--- src/rtl/gat_layer_scheduler.sv ---
// gat_layer_scheduler
// Run-level controller between the register bank and the GAT compute core.
// Waits for the host BRAM-load flags, latches the layer select, pulses a start
// into the core, counts per-subgraph completions, then raises gat_ready.
// A watchdog flags a core that stops producing completions.
//
// Ports:
//   clk, rst_n                  clock, asynchronous active-low reset
//   gat_layer                   layer select (0 = layer 1, 1 = layer 2)
//   h_data_bram_load_done       host finished H data BRAM (level)
//   h_node_info_bram_load_done  host finished node-info BRAM (level)
//   wgt_bram_load_done          host finished weight BRAM (level)
//   core_subgraph_done          1-cycle pulse per completed subgraph
//   core_busy                   core pipeline non-empty
//   core_start                  1-cycle start pulse to core
//   core_layer                  layer latched at start, stable for the run
//   gat_ready                   run complete
//   gat_error                   watchdog expired
//   gat_debug_1                 RUN+FLUSH cycles of the last completed run
//   gat_debug_2                 {state, core_layer, gat_error, 0, subgraph_cnt}
//   gat_debug_3                 completed runs since reset (wraps)
module gat_layer_scheduler #(
    parameter int unsigned TOP_WIDTH      = 32,
    parameter int unsigned NUM_SUBGRAPHS  = 2708,
    parameter int unsigned SUBGRAPH_CNT_W = $clog2(NUM_SUBGRAPHS + 1),
    parameter int unsigned TIMEOUT_CYCLES = 1048576,
    parameter int unsigned TIMEOUT_W      = $clog2(TIMEOUT_CYCLES + 1)
) (
    input  logic                 clk,
    input  logic                 rst_n,
    input  logic                 gat_layer,
    input  logic                 h_data_bram_load_done,
    input  logic                 h_node_info_bram_load_done,
    input  logic                 wgt_bram_load_done,
    input  logic                 core_subgraph_done,
    input  logic                 core_busy,
    output logic                 core_start,
    output logic                 core_layer,
    output logic                 gat_ready,
    output logic                 gat_error,
    output logic [TOP_WIDTH-1:0] gat_debug_1,
    output logic [TOP_WIDTH-1:0] gat_debug_2,
    output logic [TOP_WIDTH-1:0] gat_debug_3
);

    localparam int unsigned PAD_W = TOP_WIDTH - 5 - SUBGRAPH_CNT_W;

    typedef enum logic [2:0] {
        S_IDLE  = 3'd0,
        S_START = 3'd1,
        S_RUN   = 3'd2,
        S_FLUSH = 3'd3,
        S_DONE  = 3'd4,
        S_ERROR = 3'd5
    } state_e;

    state_e                      state_q, state_d;
    logic                        core_start_q, core_start_d;
    logic                        core_layer_q, core_layer_d;
    logic                        gat_ready_q, gat_ready_d;
    logic                        gat_error_q, gat_error_d;
    logic [SUBGRAPH_CNT_W-1:0]   sg_cnt_q, sg_cnt_d;
    logic [TIMEOUT_W-1:0]        wdog_q, wdog_d;
    logic [TOP_WIDTH-1:0]        run_cyc_q, run_cyc_d;
    logic [TOP_WIDTH-1:0]        dbg1_q, dbg1_d;
    logic [TOP_WIDTH-1:0]        runs_q, runs_d;

    logic                        layer_sel_c;
    logic                        load_ok_c;
    logic [TOP_WIDTH-1:0]        run_cyc_inc_c;

    // Layer 2 takes H from layer-1 features, so only the weights must be loaded.
    // Outside IDLE the latched layer decides, since gat_layer is ignored there.
    always_comb begin
        layer_sel_c = (state_q == S_IDLE) ? gat_layer : core_layer_q;
        load_ok_c   = layer_sel_c ? wgt_bram_load_done
                                  : (h_data_bram_load_done & h_node_info_bram_load_done
                                     & wgt_bram_load_done);
    end

    // Saturating run-length counter increment.
    assign run_cyc_inc_c = (run_cyc_q == '1) ? run_cyc_q : run_cyc_q + TOP_WIDTH'(1);

    // Next-state and registered-output logic.
    always_comb begin
        state_d      = state_q;
        core_start_d = 1'b0;
        core_layer_d = core_layer_q;
        gat_ready_d  = gat_ready_q;
        gat_error_d  = gat_error_q;
        sg_cnt_d     = sg_cnt_q;
        wdog_d       = wdog_q;
        run_cyc_d    = run_cyc_q;
        dbg1_d       = dbg1_q;
        runs_d       = runs_q;

        unique case (state_q)
            S_IDLE: begin
                if (load_ok_c) begin
                    core_layer_d = gat_layer;
                    core_start_d = 1'b1;
                    gat_error_d  = 1'b0;
                    state_d      = S_START;
                end
            end
            S_START: begin
                sg_cnt_d  = '0;
                wdog_d    = '0;
                run_cyc_d = '0;
                state_d   = S_RUN;
            end
            S_RUN: begin
                run_cyc_d = run_cyc_inc_c;
                // A completion in the same cycle as the limit clears the watchdog.
                if (core_subgraph_done) begin
                    sg_cnt_d = sg_cnt_q + SUBGRAPH_CNT_W'(1);
                    wdog_d   = '0;
                    if (sg_cnt_d == SUBGRAPH_CNT_W'(NUM_SUBGRAPHS)) begin
                        state_d = S_FLUSH;
                    end
                end else begin
                    wdog_d = wdog_q + TIMEOUT_W'(1);
                    if (wdog_d == TIMEOUT_W'(TIMEOUT_CYCLES)) begin
                        gat_error_d = 1'b1;
                        gat_ready_d = 1'b0;
                        state_d     = S_ERROR;
                    end
                end
            end
            S_FLUSH: begin
                run_cyc_d = run_cyc_inc_c;
                if (!core_busy) begin
                    dbg1_d      = run_cyc_inc_c;
                    runs_d      = runs_q + TOP_WIDTH'(1);
                    gat_ready_d = 1'b1;
                    state_d     = S_DONE;
                end else begin
                    wdog_d = wdog_q + TIMEOUT_W'(1);
                    if (wdog_d == TIMEOUT_W'(TIMEOUT_CYCLES)) begin
                        gat_error_d = 1'b1;
                        gat_ready_d = 1'b0;
                        state_d     = S_ERROR;
                    end
                end
            end
            S_DONE: begin
                // Host must drop its flags before another run can start.
                if (!load_ok_c) begin
                    gat_ready_d = 1'b0;
                    state_d     = S_IDLE;
                end
            end
            S_ERROR: begin
                if (!load_ok_c) begin
                    state_d = S_IDLE;
                end
            end
            default: begin
                state_d = S_IDLE;
            end
        endcase
    end

    // State and output registers.
    always_ff @(posedge clk or negedge rst_n) begin
        if (!rst_n) begin
            state_q      <= S_IDLE;
            core_start_q <= 1'b0;
            core_layer_q <= 1'b0;
            gat_ready_q  <= 1'b0;
            gat_error_q  <= 1'b0;
            sg_cnt_q     <= '0;
            wdog_q       <= '0;
            run_cyc_q    <= '0;
            dbg1_q       <= '0;
            runs_q       <= '0;
        end else begin
            state_q      <= state_d;
            core_start_q <= core_start_d;
            core_layer_q <= core_layer_d;
            gat_ready_q  <= gat_ready_d;
            gat_error_q  <= gat_error_d;
            sg_cnt_q     <= sg_cnt_d;
            wdog_q       <= wdog_d;
            run_cyc_q    <= run_cyc_d;
            dbg1_q       <= dbg1_d;
            runs_q       <= runs_d;
        end
    end

    assign core_start  = core_start_q;
    assign core_layer  = core_layer_q;
    assign gat_ready   = gat_ready_q;
    assign gat_error   = gat_error_q;
    assign gat_debug_1 = dbg1_q;
    assign gat_debug_2 = {state_q, core_layer_q, gat_error_q, PAD_W'(0), sg_cnt_q};
    assign gat_debug_3 = runs_q;

endmodule

--- config.mk ---
export PLATFORM = sky130hd
export DESIGN_NAME = gat_layer_scheduler
export DESIGN_NICKNAME = d
export VERILOG_FILES = /design/src/rtl/gat_layer_scheduler.sv
export SDC_FILE = /design/constraint.sdc
export NUM_CORES = 1
export LEC_CHECK = 0
export ABC_AREA = 1
export BUFFER_PORTS_ARGS = -buffer_cell sky130_fd_sc_hd__buf_2
export CORE_MARGIN = 2
export CORE_UTILIZATION = 55
export DETAILED_ROUTE_END_ITERATION = 10
export PLACE_DENSITY = 0.77
export SETUP_SLACK_MARGIN = 0.1
export SYNTH_ARGS = -nofsm -noshare
export SYNTH_HDL_FRONTEND = slang
export SYNTH_SLANG_ARGS = --single-unit
--- constraint.sdc ---
create_clock -name clk -period 2.7 [get_ports clk]
set_input_delay 0.54 -clock clk [delete_from_list [all_inputs] [get_ports clk]]
set_output_delay 0.54 -clock clk [all_outputs]
set_load 0.03 [all_outputs]
==> report_table.html <==
<table>
<tr><th>Metric</th><th>Value</th></tr>
<tr><th colspan="2">CTS</th></tr>
<tr><td>TritonCTS clock tree</td><td>built</td></tr>
<tr><td>Number of buffers added for setup after CTS</td><td>0</td></tr>
<tr><td>Root buf cell</td><td>sky130_fd_sc_hd__clkbuf_16</td></tr>
<tr><td>Clock slew seen by the registers of the worst setup and hold paths</td><td>0.06 ns</td></tr>
<tr><td>Max H-tree Level</td><td>4</td></tr>
<tr><td>Clock network latency to the later pin of the worst-skew pair</td><td>0.42 ns</td></tr>
<tr><td>Maximum buffer depth of the clock tree</td><td>2</td></tr>
<tr><td>TritonCTS Buffers</td><td>17</td></tr>
<tr><td>TritonCTS Sinks</td><td>136</td></tr>
<tr><th colspan="2">Yosys</th></tr>
<tr><td>Sequential element share of the synthesized area</td><td>46.3%</td></tr>
<tr><td>Syn Area/Cell</td><td>7.86 sq um</td></tr>
<tr><td>Number of synthesized register bits</td><td>136</td></tr>
<tr><td>Ys Warns</td><td>0</td></tr>
<tr><td>Synthesized-area fraction occupied by ao, oa, aoi and oai cells</td><td>8.25%</td></tr>
<tr><td>Simple logic cell fraction of the synthesized area</td><td>28.6%</td></tr>
<tr><td>Cell taking the most area after synthesis</td><td>sky130_fd_sc_hd__dfrtp_1</td></tr>
<tr><td>Share of synthesized cell area in full adder, half adder and majority cells</td><td>0.682%</td></tr>
<tr><td>Post-Synthesis Cells</td><td>934</td></tr>
<tr><td>Combinational family with the most area after synthesis</td><td>simple AND/OR/NAND/NOR gates</td></tr>
<tr><td>Number of distinct library cell variants in the gate-level netlist after synthesis</td><td>41</td></tr>
<tr><td>Mux share of post-synthesis cell area</td><td>0.153%</td></tr>
<tr><td>Post-Synth XOR/XNOR Area</td><td>7.75%</td></tr>
<tr><td>Synth top area share</td><td>46.3%</td></tr>
<tr><td>Cell Area, Synth</td><td>0.00734 sq mm</td></tr>
<tr><td>Largest cells by area after synthesis</td><td>sky130_fd_sc_hd__dfrtp_1 46%, sky130_fd_sc_hd__nand2_1 13%, sky130_fd_sc_hd__xor2_1 6.3%</td></tr>
<tr><th colspan="2">GRT</th></tr>
<tr><td>Global-route usage over all layers</td><td>26.5%</td></tr>
<tr><td>Via count of the first global-routing pass</td><td>6318</td></tr>
<tr><td>Initial antenna violation count</td><td>0</td></tr>
<tr><td>Congestion Overflow GR</td><td>0</td></tr>
<tr><td>Largest net degree at the start of global routing</td><td>64</td></tr>
<tr><td>Global-route wire length before repair</td><td>30200 microns</td></tr>
<tr><th colspan="2">Timing</th></tr>
<tr><td>Measured slew at the worst slew-check pin</td><td>0.606 ns</td></tr>
<tr><td>Count of final setup violators</td><td>0</td></tr>
<tr><td>Shortest period the worst path allows</td><td>2.39 ns</td></tr>
<tr><td>Fmax</td><td>0.418 GHz</td></tr>
<tr><td>Final-report hold violation count</td><td>0</td></tr>
<tr><td>Fin Clk Skew</td><td>0.00497 ns</td></tr>
<tr><td>Final slew viol count</td><td>0</td></tr>
<tr><td>Unrepaired setup endpoints after global routing</td><td>false</td></tr>
<tr><td>Worst Setup Slack, final</td><td>0.308 ns</td></tr>
<tr><td>Relative slew slack</td><td>59.6%</td></tr>
<tr><td>Accumulated negative setup slack</td><td>0 ns</td></tr>
<tr><td>Tcrit/Tclk final</td><td>88.6%</td></tr>
<tr><th colspan="2">Drt</th></tr>
<tr><td>Number of iterations in the first detailed-routing pass</td><td>6</td></tr>
<tr><td>Total wirelength of the detailed-routed design</td><td>17900 microns</td></tr>
<tr><td>Total number of vias</td><td>6510</td></tr>
<tr><td>DRC Markers</td><td>0</td></tr>
<tr><td>Remaining antenna violation count</td><td>0</td></tr>
<tr><td>WL per Instance</td><td>14.6 microns</td></tr>
<tr><td>Per-cell via count in the routed design</td><td>5.33</td></tr>
<tr><td>Detailed Route Iter0 Violations</td><td>509</td></tr>
<tr><th colspan="2">Outcome</th></tr>
<tr><td>Outcome</td><td>complete, no violations</td></tr>
<tr><th colspan="2">Critical path</th></tr>
<tr><td>Crit path arrival time</td><td>2.75 ns</td></tr>
<tr><td>Required time at the worst-slack endpoint</td><td>3.06 ns</td></tr>
<tr><td>Critical path peak fanout</td><td>30</td></tr>
<tr><td>Type of the worst setup path</td><td>reg2reg</td></tr>
<tr><td>CP Launch Type</td><td>flip-flop</td></tr>
<tr><td>R2r startpoint</td><td>run_cyc_q[0]$_DFFE_PN0P_</td></tr>
<tr><td>CP startpoint</td><td>run_cyc_q[0]$_DFFE_PN0P_</td></tr>
<tr><td>Crit. End Element</td><td>flip-flop</td></tr>
<tr><td>R2R depth</td><td>10</td></tr>
<tr><th colspan="2">Finish</th></tr>
<tr><td>Area Growth Syn to Fin</td><td>17.6%</td></tr>
<tr><td>Number of non-filler instances in the completed layout</td><td>1221</td></tr>
<tr><td>Antenna fix cells</td><td>0</td></tr>
<tr><td>Proportion of layout cells with a drive suffix above 1</td><td>15.9%</td></tr>
<tr><td>Core utilization of the finished layout</td><td>65.7%</td></tr>
<tr><td>Number of nets in the layout</td><td>1044</td></tr>
<tr><th colspan="2">Power and ir drop</th></tr>
<tr><td>Sequential Power Share</td><td>36.0%</td></tr>
<tr><td>Pwr/cell area</td><td>811 mW/mm^2</td></tr>
<tr><td>Proportion of power drawn by combinational gates</td><td>28.1%</td></tr>
<tr><td>Design internal power</td><td>4.46 mW</td></tr>
<tr><td>Switching power</td><td>2.54 mW</td></tr>
<tr><td>Switching fraction of total power</td><td>36.2%</td></tr>
<tr><td>Power share of the clock group</td><td>35.9%</td></tr>
<tr><td>Leakage power figure</td><td>4.20 nW</td></tr>
<tr><td>Highest ir drop seen on vdd</td><td>698 uV</td></tr>
<tr><th colspan="2">Die</th></tr>
<tr><td>Core Footprint</td><td>0.0131 sq mm</td></tr>
<tr><td>Vertical die dimension</td><td>120 microns</td></tr>
<tr><td>Rows</td><td>42</td></tr>
<tr><td>DIE WIDTH</td><td>120 microns</td></tr>
<tr><td>Total Die Area</td><td>0.0143 sq mm</td></tr>
<tr><td>Starting density of the core</td><td>55.9%</td></tr>
<tr><td>Boundary Pins</td><td>108</td></tr>
<tr><th colspan="2">Placed design</th></tr>
<tr><td>Post-placement worst setup slack</td><td>0.279 ns</td></tr>
<tr><td>Cell total after placement</td><td>1189</td></tr>
<tr><td>Sum of net half-perimeters after detailed placement</td><td>12900 microns</td></tr>
<tr><td>Last weighted congestion value of the routability-driven placer</td><td>0.971</td></tr>
<tr><td>Total of buffers placed on input and output ports</td><td>92</td></tr>
<tr><th colspan="2">Min path</th></tr>
<tr><td>Type of the tightest min-delay check</td><td>in2async</td></tr>
<tr><th colspan="2">Flow run</th></tr>
<tr><td>Maximum capacitance violations</td><td>0</td></tr>
</table>
[registers in the layout (all words and copies together), names as in the netlist]
| signal | count |
|---|---|
| gat_debug_3 | 32 |
| gat_ready | 1 |
| state_q | 3 |
| core_start | 1 |
| wdog_q | 21 |
| gat_debug_1 | 32 |
| sg_cnt_q | 12 |
| gat_error | 1 |
| run_cyc_q | 32 |
| core_layer | 1 |
[critical path, cell delays in order, from the launching register on]
cell                      delay, ns
sky130_fd_sc_hd__dfrtp_1       0.49
sky130_fd_sc_hd__ha_1          0.26
sky130_fd_sc_hd__inv_1         0.05
sky130_fd_sc_hd__nor3_1        0.23
sky130_fd_sc_hd__nand2_1       0.16
sky130_fd_sc_hd__inv_2         0.09
sky130_fd_sc_hd__nand3_1       0.12
sky130_fd_sc_hd__or3_1         0.39
sky130_fd_sc_hd__buf_4         0.26
sky130_fd_sc_hd__a21oi_1       0.16
sky130_fd_sc_hd__a21o_1        0.10
[area by class of cell]
class	count	area, sq um
multi-input cells	670	3400
repair buffers	103	574
clock inverters	10	166
inverters	104	390
well taps	176	220
fillers	1138	4500
flip-flops and latches	136	3400
clock buffers	22	484
[Yosys cell counts]
master and number:
sky130_fd_sc_hd__nand4_1 24, sky130_fd_sc_hd__nand3_2 1, sky130_fd_sc_hd__a21oi_2 1, sky130_fd_sc_hd__clkinv_1 1, sky130_fd_sc_hd__clkbuf_1 16, sky130_fd_sc_hd__a22o_1 3
sky130_fd_sc_hd__or3_1 1, sky130_fd_sc_hd__nor3b_1 1, sky130_fd_sc_hd__xnor2_1 12, sky130_fd_sc_hd__nor3_2 5, sky130_fd_sc_hd__buf_1 2, sky130_fd_sc_hd__o21ai_1 30
sky130_fd_sc_hd__conb_1 1, sky130_fd_sc_hd__dfrtp_1 136, sky130_fd_sc_hd__nand2_1 255, sky130_fd_sc_hd__o21ai_0 21, sky130_fd_sc_hd__nand4_4 1, sky130_fd_sc_hd__buf_4 17
sky130_fd_sc_hd__a31oi_1 16, sky130_fd_sc_hd__o22ai_1 21, sky130_fd_sc_hd__a21oi_1 9, sky130_fd_sc_hd__nand2_2 1, sky130_fd_sc_hd__mux2_2 1, sky130_fd_sc_hd__xor2_1 53
sky130_fd_sc_hd__a22oi_1 1, sky130_fd_sc_hd__nor4_2 3, sky130_fd_sc_hd__a21o_1 2, sky130_fd_sc_hd__nand3_1 44, sky130_fd_sc_hd__nand2_4 1, sky130_fd_sc_hd__nor2_2 1
sky130_fd_sc_hd__ha_1 4, sky130_fd_sc_hd__o211ai_1 1, sky130_fd_sc_hd__nor2_1 106, sky130_fd_sc_hd__nor3_1 25, sky130_fd_sc_hd__nor2_4 4, sky130_fd_sc_hd__nor3_4 1
sky130_fd_sc_hd__buf_2 3, sky130_fd_sc_hd__inv_2 10, sky130_fd_sc_hd__o2111ai_1 1, sky130_fd_sc_hd__nor4_1 5, sky130_fd_sc_hd__inv_1 93
[power by group through the flow]
stage                     registers [mW]  logic, mW  clock network [mW]
final                               2.52       1.97                2.51
after floorplan                     2.95      0.955                   0
after CTS                           2.52       1.97                2.55
after global placement              2.55       1.93                   0
after global routing                2.56       2.15                2.64
after detailed placement            2.56       1.96                   0
[placed cells by master, fill, tap and decap left out, drive strengths merged, types with 3 or more instances in the layout]
| cell | Yosys | layout |
|---|---|---|
| a21oi | 10 | 10 |
| buf | 22 | 103 |
| nand4 | 25 | 25 |
| dfrtp | 136 | 136 |
| bufinv | 0 | 4 |
| nor3 | 31 | 31 |
| nor2 | 111 | 111 |
| inv | 103 | 103 |
| a22o | 3 | 3 |
| xor2 | 53 | 53 |
| nand3 | 45 | 45 |
| o21ai | 51 | 51 |
| nor4 | 8 | 8 |
| clkinv | 1 | 5 |
| nand2 | 257 | 257 |
| a31oi | 16 | 16 |
| conb | 1 | 15 |
| xnor2 | 12 | 12 |
| ha | 4 | 4 |
| o22ai | 21 | 21 |
| clkbuf | 16 | 22 |
[worst paths after layout]
path	to	slack, ns
max reg2reg	run_cyc_q[16]$_DFFE_PN0P_	0.31
min reg2reg	gat_debug_3[31]$_DFFE_PN0P_	0.46
max	run_cyc_q[16]$_DFFE_PN0P_	0.31
min	gat_debug_1[29]$_DFFE_PN0P_	0.10
max in group asynchronous	gat_debug_3[11]$_DFFE_PN0P_	1.98
min in group clk	core_layer$_DFFE_PN0P_	0.37
[what timing repair did]
action	CTS	global route
hold buffers	0	0
resized for setup	0	2
endpoints found under the setup margin	0	12
[metal layers]
metal | global-route usage [%] | part of all wire [%] | vias up
li1 | - | - | 3203
met1 | 34.3 | 44 | 3076
met2 | 43.9 | 49 | 200
met3 | 6.56 | 4.7 | 31
met4 | 8.97 | 1.7 | 0
met5 | 0 | 0 | -
[per-stage QoR]
step	total power, mW	hold slack [ns]	area (sq um)
3_3_place_gp	4.48	0.453	7980
2_1_floorplan	3.90	0.244	7400
6_report	7.00	0.101	8640
5_1_grt	7.35	0.139	8640
3_5_place_dp	4.52	0.451	7980
4_1_cts	7.04	0.125	8630
[cell families (layout without fill, tap and decap cells)]
family | count (synthesis) | in the layout
AND/OR/NAND/NOR | 479 | 479
buffers and inverters | 142 | 239
flip-flops | 136 | 136
AO/OA/AOI/OAI | 106 | 106
XOR/XNOR | 65 | 65
adder cells (fa/ha/maj) | 4 | 4
other | 1 | 15
multiplexers | 1 | 1
Power figures use the tool's default switching activity.
